[src/rtl/pattern_player_ctrl.sv]
// pattern_player_ctrl: playback sequencer and upload arbiter for the pattern RAM.
// Optional bounce playback is built when PATTERN_PINGPONG_EN is defined.
module pattern_player_ctrl #(
   parameter int ADDR_W = 8,
   parameter int DATA_W = 72,
   parameter int HOLD_W = 8
) (
   input  logic              clk,
   input  logic              rst,
   input  logic              step,
   input  logic              run,
   input  logic              cfg_we,
   input  logic [1:0]        cfg_sel,
   input  logic [7:0]        cfg_data,
   input  logic              wr_req,
   input  logic [ADDR_W-1:0] wr_addr,
   input  logic [DATA_W-1:0] wr_data,
   output logic              wr_ack,
   output logic [ADDR_W-1:0] ram_addr,
   output logic              ram_we,
   output logic [DATA_W-1:0] ram_din,
   input  logic [DATA_W-1:0] ram_dout,
   output logic [DATA_W-1:0] frame,
   output logic              frame_strobe,
   output logic [ADDR_W-1:0] play_addr
);

   localparam logic [1:0] ST_IDLE    = 2'd0;
   localparam logic [1:0] ST_WRITE   = 2'd1;
   localparam logic [1:0] ST_FETCH   = 2'd2;
   localparam logic [1:0] ST_CAPTURE = 2'd3;

   localparam logic [1:0] SEL_START = 2'd0;
   localparam logic [1:0] SEL_END   = 2'd1;
   localparam logic [1:0] SEL_HOLD  = 2'd2;

   logic [1:0]        state;
   logic [1:0]        state_nxt;
   logic [ADDR_W-1:0] start_addr;
   logic [ADDR_W-1:0] end_addr;
   logic [ADDR_W-1:0] next_addr;
   logic [HOLD_W-1:0] hold;
   logic [HOLD_W-1:0] hold_cnt;
   logic              step_pend;
   logic              restart;
   logic              step_ev;
   logic              cfg_start;
   logic              svc_write;
   logic              svc_restart;
   logic              svc_step;
   logic              hold_hit;
   logic              advance;
   logic              count;

`ifdef PATTERN_PINGPONG_EN
   logic              bounce;
   logic              dir_down;
`endif

   assign step_ev   = step & run;
   assign cfg_start = cfg_we & (cfg_sel == SEL_START);
   assign hold_hit  = (hold_cnt >= hold);
   assign advance   = svc_step & hold_hit;
   assign count     = svc_step & ~hold_hit;

   // Service selection in IDLE: upload first, then restart refetch, then step.
   always_comb begin
      svc_write   = 1'b0;
      svc_restart = 1'b0;
      svc_step    = 1'b0;
      if (state == ST_IDLE) begin
         if (wr_req)
            svc_write = 1'b1;
         else if (restart)
            svc_restart = 1'b1;
         else if (run && (step_pend || step))
            svc_step = 1'b1;
      end
   end

   // Next playback address from loop bounds and direction.
   always_comb begin
      next_addr = play_addr + ADDR_W'(1);
      if (start_addr >= end_addr) begin
         next_addr = start_addr;
`ifdef PATTERN_PINGPONG_EN
      end else if (bounce && dir_down) begin
         if (play_addr <= start_addr)
            next_addr = start_addr + ADDR_W'(1);
         else
            next_addr = play_addr - ADDR_W'(1);
      end else if (bounce) begin
         if (play_addr >= end_addr)
            next_addr = end_addr - ADDR_W'(1);
`endif
      end else if (play_addr >= end_addr) begin
         next_addr = start_addr;
      end
   end

   // FSM transition logic.
   always_comb begin
      state_nxt = state;
      case (state)
         ST_IDLE: begin
            if (svc_write)
               state_nxt = ST_WRITE;
            else if (svc_restart || advance)
               state_nxt = ST_FETCH;
         end
         ST_WRITE:   state_nxt = ST_IDLE;
         ST_FETCH:   state_nxt = ST_CAPTURE;
         ST_CAPTURE: state_nxt = ST_IDLE;
         default:    state_nxt = ST_IDLE;
      endcase
   end

   // FSM state register.
   always_ff @(posedge clk or posedge rst) begin
      if (rst)
         state <= ST_IDLE;
      else
         state <= state_nxt;
   end

   // Loop bounds and hold count registers.
   always_ff @(posedge clk or posedge rst) begin
      if (rst) begin
         start_addr <= '0;
         end_addr   <= '1;
         hold       <= '0;
      end else if (cfg_we) begin
         case (cfg_sel)
            SEL_START: start_addr <= ADDR_W'(cfg_data);
            SEL_END:   end_addr   <= ADDR_W'(cfg_data);
            SEL_HOLD:  hold       <= HOLD_W'(cfg_data);
            default:   ;
         endcase
      end
   end

`ifdef PATTERN_PINGPONG_EN
   // Bounce enable bit of the mode register.
   always_ff @(posedge clk or posedge rst) begin
      if (rst)
         bounce <= 1'b0;
      else if (cfg_we && cfg_sel == 2'd3)
         bounce <= cfg_data[0];
   end

   // Direction flips when an advance turns around at either bound.
   always_ff @(posedge clk or posedge rst) begin
      if (rst) begin
         dir_down <= 1'b0;
      end else if (cfg_start) begin
         dir_down <= 1'b0;
      end else if (advance && bounce && start_addr < end_addr) begin
         if (!dir_down && play_addr >= end_addr)
            dir_down <= 1'b1;
         else if (dir_down && play_addr <= start_addr)
            dir_down <= 1'b0;
      end
   end
`endif

   // One-deep step latch; a start write forces a refetch.
   always_ff @(posedge clk or posedge rst) begin
      if (rst)
         step_pend <= 1'b1;
      else if (cfg_start)
         step_pend <= 1'b1;
      else if (svc_restart)
         step_pend <= step_ev;
      else if (svc_step)
         step_pend <= 1'b0;
      else if (step_ev)
         step_pend <= 1'b1;
   end

   // Restart flag: refetch current start address without advancing.
   always_ff @(posedge clk or posedge rst) begin
      if (rst)
         restart <= 1'b1;
      else if (cfg_start)
         restart <= 1'b1;
      else if (svc_restart)
         restart <= 1'b0;
   end

   // Playback address.
   always_ff @(posedge clk or posedge rst) begin
      if (rst)
         play_addr <= '0;
      else if (cfg_start)
         play_addr <= ADDR_W'(cfg_data);
      else if (advance)
         play_addr <= next_addr;
   end

   // Frame hold counter.
   always_ff @(posedge clk or posedge rst) begin
      if (rst)
         hold_cnt <= '0;
      else if (cfg_start || svc_restart || advance)
         hold_cnt <= '0;
      else if (count)
         hold_cnt <= hold_cnt + HOLD_W'(1);
   end

   // Capture the fetched word and flag it visible the next cycle.
   always_ff @(posedge clk or posedge rst) begin
      if (rst) begin
         frame        <= '0;
         frame_strobe <= 1'b0;
      end else begin
         frame_strobe <= (state == ST_CAPTURE);
         if (state == ST_CAPTURE)
            frame <= ram_dout;
      end
   end

   assign ram_we   = (state == ST_WRITE);
   assign wr_ack   = (state == ST_WRITE);
   assign ram_addr = (state == ST_WRITE) ? wr_addr : play_addr;
   assign ram_din  = wr_data;

endmodule

[config.mk]
export PLATFORM = sky130hd
export DESIGN_NAME = pattern_player_ctrl
export DESIGN_NICKNAME = d
export VERILOG_FILES = /design/src/rtl/pattern_player_ctrl.sv
export SDC_FILE = /design/constraint.sdc
export NUM_CORES = 1
export LEC_CHECK = 0
export BUFFER_PORTS_ARGS = -buffer_cell sky130_fd_sc_hd__clkbuf_2
export CELL_PAD_IN_SITES_DETAIL_PLACEMENT = 1
export CELL_PAD_IN_SITES_GLOBAL_PLACEMENT = 1
export CORE_MARGIN = 2
export CORE_UTILIZATION = 33
export CTS_BUF_LIST = sky130_fd_sc_hd__clkbuf_16
export DETAILED_ROUTE_END_ITERATION = 8
export PLACE_DENSITY = 0.79
export SLEW_MARGIN = 20
export SYNTH_ARGS = -nofsm -noshare
export SYNTH_HDL_FRONTEND = slang
export SYNTH_SLANG_ARGS = --single-unit
export TNS_END_PERCENT = 5
[constraint.sdc]
create_clock -name clk -period 4.9 [get_ports clk]
set_input_delay 0.735 -clock clk [delete_from_list [all_inputs] [get_ports clk]]
set_output_delay 0.735 -clock clk [all_outputs]
set_load 0.1 [all_outputs]
Word-level counts from Yosys, hierarchy flattened:

Index checks and enable logic that the tools add are counted.

* logic and storage cells: 66
* output and inout port bits: 163
* register bits: 117
* input bits: 168

* reduce and logical (&&, ||, !) cells: 15
* add/subtract/negate cells: 2
* equality and inequality tests: 6
* bitwise operators: 5
* magnitude comparators: 3
* multiplexer cells: 25

Operator list (number)
* 2-to-1 mux 8 bit: 7
* greater-or-equal comparator 8 bit: 3
* adder 8 x 1 -> 8 bit, second input constant: 2
* 2-to-1 mux 1 bit: 15
* == test 2 bit, second input constant: 3
* one-hot mux 2 bit (3 select lines): 1
* AND reduction 2 bit: 3
* nonzero test 2 bit: 3
* bitwise AND 1 bit: 4
* == test 2 x 1 -> 1 bit, second input constant: 2
* logical NOT 2 bit: 2
* logical OR 1 bit: 4
* 2-to-1 mux 2 bit: 2
* nonzero test 4 bit: 1
* inequality test 3 x 2 -> 1 bit, second input constant: 1
* OR reduction 2 bit: 1
* logical AND 1 bit: 1
* NOT 1 bit: 1

Longest topological paths before layout:

Gate-level depths: netlist of the first run.

* word-level depth: 11
* mapped depth: 9
* gate-level depth less buffers: 8

Least setup slack after synthesis of the first run:

OpenSTA, ideal clock, no wires.

* path kind: reg2out
* start point: register state[0]
* end point: output port ram_addr[0]
* arrival time: 3.512 ns
* setup slack: 0.653 ns
* data required time: 4.165 ns
* stages on the path, launching flop included: 4
* cell sequence: dfrtp_1 nor2b_1 clkbuf_1 o21ai_0

* longest elaborated chain between the ends: 2

RTL lines
* from (decl): line 37 `logic [1:0] state;`
* from (signal assigned): line 123 `state <= state_nxt;`
* == test 2 x 1 -> 1 bit
* named net ram_we: line 20 `output logic ram_we,`
* 2-to-1 mux 8 bit: line 224 `assign ram_addr = (state == ST_WRITE) ? wr_addr : play_addr;`
* to (decl): line 19 `output logic [ADDR_W-1:0] ram_addr,`

The timed path passes the listed nets, and every way through them passes these cells.

Worst setup path in the final report of the first run:

* start point: register state[1]
* end point: output port ram_addr[3]

* longest elaborated chain between the ends: 2

RTL lines (line)
* == test 2 x 1 -> 1 bit: 224
* 2-to-1 mux 8 bit: 224

No other way between the ends.

==> results of run 1 <==
## cell usage in the layout (no fill, tap or decap), drive strengths merged, types with 2 or more instances in the layout
cell type,instances
nand4,9
a211o,3
xor2,7
o22a,2
mux2i,2
a221oi,4
or3,2
nor2b,2
o211ai,7
clkinv,5
clkbuf,203
nor2,14
dfstp,10
a211oi,8
and2,3
nand3,8
ha,26
and3,2
nand2b,2
mux2,92
o21ai,12
nand3b,3
bufinv,2
inv,33
dfrtp,107
buf,4
a21oi,11
o221ai,4
nand2,42
nor3,2
## layout make-up
class | instances | area, sq um | area share, %
Clock buffer | 17 | 425 | 5.88
Inverter | 26 | 100 | 1.38
Tap cell | 229 | 287 | 3.96
Clock inverter | 15 | 168 | 2.32
Timing Repair Buffer | 190 | 961 | 13.3
Sequential cell | 117 | 2940 | 40.6
Multi-Input combinational cell | 284 | 2360 | 32.6
## cell usage after synthesis (2+ instances only)
cell type / number
nand2_1: 42
and2_2: 2
xor2_1: 7
dfstp_2: 10
buf_4: 74
a21oi_1: 9
o221ai_1: 4
nor2b_1: 2
o22a_1: 2
o21ai_0: 12
nor3_1: 2
a221oi_1: 4
dfrtp_1: 107
o211ai_1: 7
inv_1: 26
a211oi_1: 8
nand2b_1: 2
nand4_1: 9
nor2_1: 14
ha_1: 26
mux2i_1: 2
clkbuf_1: 13
nand3b_1: 3
mux2_2: 92
and3_1: 2
nand3_1: 8
a211o_1: 3
## flip-flops by register name, indices dropped and copies added (netlist names), 2 cells and up
signal	count
play_addr	8
start_addr	8
state	2
frame	72
hold	8
hold_cnt	8
end_addr	8
## path summary, 6_finish.rpt
path	from	depth (start not counted)	slack (ns)	end
min in group clk	state[0]$_DFFE_PP0P_	1	0.48	state[1]$_DFFE_PP0P_
setup / recovery	state[1]$_DFFE_PP0P_	3	1.84	ram_addr[3]
hold reg to reg	state[0]$_DFFE_PP0P_	1	0.48	state[1]$_DFFE_PP0P_
hold / removal	rst	2	0.30	frame[22]$_DFFE_PP0P_
max in group asynchronous	rst	3	3.62	hold[5]$_DFFE_PP0P_
setup reg to reg	end_addr[2]$_DFFE_PP1P_	8	1.99	play_addr[2]$_DFFE_PP0P_
## worst max-delay path, cell delays in order (launching register included)
cell	delay, ns
dfrtp_1	0.41
nor2b_1	0.72
mux2_2	0.41
clkbuf_2	0.37
## per-stage QoR
stage / hold slack (ns) / util (%) / cells
2_1_floorplan: 0.442 / - / 515
3_3_place_gp: 0.469 / 37.1 / 846
3_5_place_dp: 0.475 / 37.1 / 846
4_1_cts: 0.310 / 40.4 / 878
5_1_grt: 0.336 / 40.4 / 878
6_report: 0.304 / 40.4 / 878
## cells by family (layout without fill, tap and decap cells)
family	count (synthesis)	in the layout	synth area share, %
buffers and inverters	114	248	11.8
flip-flops	117	117	49.0
adder cells (fa/ha/maj)	26	26	5.42
XOR/XNOR	8	8	1.17
AO/OA/AOI/OAI	59	59	7.05
multiplexers	94	94	17.6
AND/OR/NAND/NOR	97	97	7.99
## metal layers
metal | up-vias | part of all wire (%)
met5 | - | 0
met4 | 0 | 1.6
met3 | 27 | 10
met2 | 182 | 50
met1 | 2157 | 38
li1 | 1983 | -
==> summary.txt, run 1 <==
Status - finished, final reports clean
Synth area leaders - dfrtp_1 45%, mux2_2 17%, buf_4 9.3%
Top cell type by total area after synthesis - dfrtp_1
Vias in the first global route - 4804
Kind of critical path - flop to primary output
Clk Latency, worst-skew pair - 0.42 ns
Area after DPL - 0.00665 sq mm
Post-CTS sizing - 0
Die height - 139 microns
Crit Path Max Fanout - 14
First-pass GRT wire length - 26000 microns
Number of flops mapped to enable cells by yosys - 0
Cell area after layout - 0.00724 sq mm
Setup TNS - 0 ns
Final hold viol count - 0
Drt pass-1 iters - 5
Global route hottest layer - met2
Post-synthesis cell type count - 50
Rows - 49
Syn_area_per_cell - 11.7 sq um
GRT Util Overall - 17.2%
Vias/cell - 4.95
M3 GR Usage - 8.67%
Area grow syn2layout - 20.7%
Gpl congestion - 0.804
Number of H-tree levels - 4
CTS hold repair buffers - 0
Total of warnings raised by yosys - 0
Netlist Area Pre-Place - 0.00600 sq mm
Startpoint types - flop
Setup WS pre-CTS - 2.06 ns
Share of layout cells above drive strength 1 - 51.5%
Drt total wl - 16300 microns
Largest net degree at the start of global routing - 49
Req. time, crit path - 4.16 ns
Initial antenna violation count - 0
Die X - 139 microns
Max-Cap Viols - 0
Cts bufs inserted - 17
CTS root buf - clkbuf_16
Drt wl/cell - 18.6 microns
Initial DRC Count - 160
Worst-margin pin slew - 0.909 ns
Worst Setup End Kind - primary output
Clock Sinks - 117
Vias - 4349
Worst-path clk slew - 0.06 ns
Sequential share of the synthesized area - 49.0%
Drt drc - 0
Period utilization - 62.4%
Fill cell count - 2021
Max-slew violations - 0
Final setup viols - 0
Global Route met1 Usage - 19.1%
Highest clock rate - 327 MHz
Post CTS Setup Buffer Count - 0
HPWL Detailed - 12100 microns
CTS tree - built
#FFs+latches synth - 117
Slew HR - 39.3%
Top-area cell type share of the netlist area - 44.6%
IO Port Bufs - 186
Post-synth top flop - dfrtp_1
Initial Util - 33.5%
Final setup margin - 1.84 ns
GRT overflow - 0
Bufs on Longest Clock Path - 2
RSZ-0062 raised after global routing - no
Skew final - 0.0109 ns
# diodes - 0
Post-route minimum period - 3.06 ns
ANT nets after route - 0
Async SR Flop Fraction - 100%
Total die area - 0.0193 sq mm
Synth Net Count - 709
Cells after Synth - 515
Nets - 830
Grt met2 use - 28.6%
Hold crit path type - input pin to asynchronous set/reset pin
I/O pin count - 331
Total core area - 0.0179 sq mm
Critical path arrival - 2.32 ns
Power of run 1 is not shown: default switching activity piles up to over one toggle a cycle in this logic, so the estimate is an artifact.
==> run 2, diff against run 1 <==
ABC_AREA = 1   (was unset)
CORE_UTILIZATION = 31   (was 33)
clock period = 3.2 ns   (was 4.9 ns; I/O delays follow)
==> summary.txt, run 2 <==
Period utilization - 85.2%
Hold crit path type - input pin to asynchronous set/reset pin
GRT overflow - 0 (unchanged)
Most common cell after layout, fill and taps aside - nand2_1
Share of layout cells above drive strength 1 - 28.5% (-23 points)
Worst-margin pin slew - 0.778 ns (-0.131 ns)
Final Util - 37.7% (-2.7 points)
IO Port Bufs - 186 (unchanged)
Max-slew violations - 0 (unchanged)
Async SR Flop Fraction - 100% (unchanged)
Die X - 144 microns (+3.8%)
Highest clock rate - 367 MHz
Top reg by flops - frame
Critical Path End - ram_addr[2]
Kind of critical path - flop to primary output
Post-synthesis cell type count - 30 (-40%)
Req. time, crit path - 2.72 ns (-1.44 ns)
Vias in the first global route - 5590 (+16%)
Drt total wl - 16600 microns (+1.6%)
Global route hottest layer - met2
I/O pin count - 331 (unchanged)
Clock Sinks - 117 (unchanged)
Bufs on Longest Clock Path - 2 (unchanged)
Initial antenna violation count - 0 (unchanged)
Fill cell count - 2459 (+22%)
Post CTS Setup Buffer Count - 0 (unchanged)
Startpoint types - flop
Grt met2 use - 27.6% (-1.0 points)
Layout Cells excl Fill - 1150 (+31%)
GRT Util Overall - 16.5% (-0.62 points)
Number of H-tree levels - 4 (unchanged)
Status - finished, final reports clean
Count leader, synth - nand2_1
DP Cell Count - 1119 (+32%)
Most frequent cells in the layout - 339 x nand2_1, 186 x clkbuf_2, 107 x dfrtp_1
Crit-path cells - inv_1, nor2_1, inv_1, nand2_1, nand2_1, clkbuf_2
HPWL Detailed - 12300 microns (+1.1%)
Post-CTS sizing - 0 (unchanged)
Setup WS pre-CTS - 0.879 ns (-1.19 ns)
Vias - 5130 (+18%)
Total die area - 0.0208 sq mm (+7.8%)
Critical path arrival - 2.25 ns (-0.07 ns)
Global Route met1 Usage - 18.9% (-0.27 points)
Slack of the worst reg-to-reg path - 1.08 ns (-0.91 ns)
#FFs+latches synth - 117 (unchanged)
Crit Path Max Fanout - 14 (unchanged)
Sequential share of the synthesized area - 48.3% (-0.73 points)
ANT nets after route - 0 (unchanged)
Largest register FFs - 72 (unchanged)
CP max stage cell - nor2_1
M3 GR Usage - 7.19% (-1.5 points)
CTS hold repair buffers - 0 (unchanged)
Synth area leaders - dfrtp_1 44%, nand2_1 21%, buf_4 9.0%
Gpl congestion - 0.789 (-2.0%)
# diodes - 0 (unchanged)
R2R Path Start - end_addr[7]$_DFFE_PP1P_
Bufs and invs on worst path - 3 (+2)
Cells after Synth - 757 (+47%)
Post-route minimum period - 2.73 ns
Largest net degree at the start of global routing - 73 (+49%)
Total of warnings raised by yosys - 0 (unchanged)
Top cell type by total area after synthesis - dfrtp_1
CTS root buf - clkbuf_16
Nets - 1067 (+29%)
RSZ-0062 raised after global routing - no
Die height - 144 microns (+3.8%)
Drt pass-1 iters - 4 (-1)
R2r endpoint - play_addr[5]$_DFFE_PP0P_
Top-area cell type share of the netlist area - 44.0% (-0.67 points)
Synth Net Count - 951 (+34%)
Critical Path Source - state[0]$_DFFE_PP0P_
Rows - 51 (+4.1%)
Slew HR - 48.1% (+8.8 points)
Syn_area_per_cell - 8.05 sq um (-31%)
Post-synth top flop - dfrtp_1
Skew final - 0.0112 ns (+0.000314 ns)
WP depth - 6 (+3)
Number of flops mapped to enable cells by yosys - 0 (unchanged)
Final setup margin - 0.474 ns (-1.37 ns)
Netlist Area Pre-Place - 0.00609 sq mm (+1.5%)
Register-to-Register Path Depth - 12 (+4)
First-pass GRT wire length - 26900 microns (+3.3%)
Drt wl/cell - 14.4 microns (-22%)
Worst Setup End Kind - primary output
Area grow syn2layout - 20.1%
Final setup viols - 0 (unchanged)
CTS tree - built
Clk Latency, worst-skew pair - 0.42 ns (about the same)
Initial DRC Count - 156 (-2.5%)
Vias/cell - 4.46 (-9.9%)
Cts bufs inserted - 17 (unchanged)
Final hold viol count - 0 (unchanged)
CP max stage delay - 0.58 ns (-0.14 ns)
Drt drc - 0 (unchanged)
Max-Cap Viols - 0 (unchanged)
Synth cell count leaders - 340 x nand2_1, 107 x dfrtp_1, 73 x buf_4, 55 x inv_1, 29 x o21ai_0
CP top delay family - simple AND/OR/NAND/NOR gates
Total core area - 0.0194 sq mm (+8.4%)
Initial Util - 31.4% (-2.1 points)
Worst-path clk slew - 0.06 ns (about the same)
run 2: cell types whose count changed in the layout (fill, tap and decap cells not counted), moves of 5 or more:
cell,previous run,this run
nand2_1,42,339
nand3_1,8,20
o21ai_0,12,29
mux2_2,92,0
inv_2,0,5
o211ai_1,7,1
a21oi_1,9,4
a211oi_1,8,0
nor2_1,14,22
nand2_2,0,6
inv_1,25,54
run 2: how the worst min path moves through the flow:
stage | startpoint | end | cells after the start
finish | rst | frame[11]$_DFFE_PP0P_ | 2
global route | rst | frame[11]$_DFFE_PP0P_ | 2
CTS | rst | frame[11]$_DFFE_PP0P_ | 2
detailed placement | frame[7]$_DFFE_PP0P_ | frame[7]$_DFFE_PP0P_ | 2
global placement | frame[50]$_DFFE_PP0P_ | frame[50]$_DFFE_PP0P_ | 2
floorplan | hold[1]$_DFFE_PP0P_ | hold[1]$_DFFE_PP0P_ | 2
run 2: area by class of cell:
type | count | area (sq um) | share of cell area [%]
Clock inverter | 14 | 129 | 1.76
Sequential cell | 117 | 2940 | 40.2
Tap cell | 265 | 332 | 4.53
Multi-Input combinational cell | 486 | 2280 | 31.2
Inverter | 60 | 229 | 3.13
Timing Repair Buffer | 191 | 981 | 13.4
Clock buffer | 17 | 425 | 5.81
run 2: routing by layer:
metal	vias up	wire [microns]
li1	2503	-
met5	-	0
met4	0	262
met2	176	7890
met3	22	1470
met1	2429	6940
run 2: metrics by stage:
| step | hold slack, ns | TNS (ns) | area, sq um |
|---|---|---|---|
| CTS | 0.185 | 0 | 7320 |
| global route | 0.205 | 0 | 7320 |
| detailed placement | 0.464 | 0 | 6760 |
| global placement | 0.461 | 0 | 6760 |
| floorplan | 0.453 | -2.27 | 6100 |
| finish | 0.156 | 0 | 7320 |
run 2: cell families after synthesis:
group                    count (synthesis)  synth area share (%)
AO/OA/AOI/OAI                           42                  3.70
flip-flops                             117                  48.3
adder cells (fa/ha/maj)                 26                  5.34
buffers and inverters                  154                  14.3
XOR/XNOR                                10                  1.44
AND/OR/NAND/NOR                        408                  26.9
Power of run 2 is left out for the same reason.
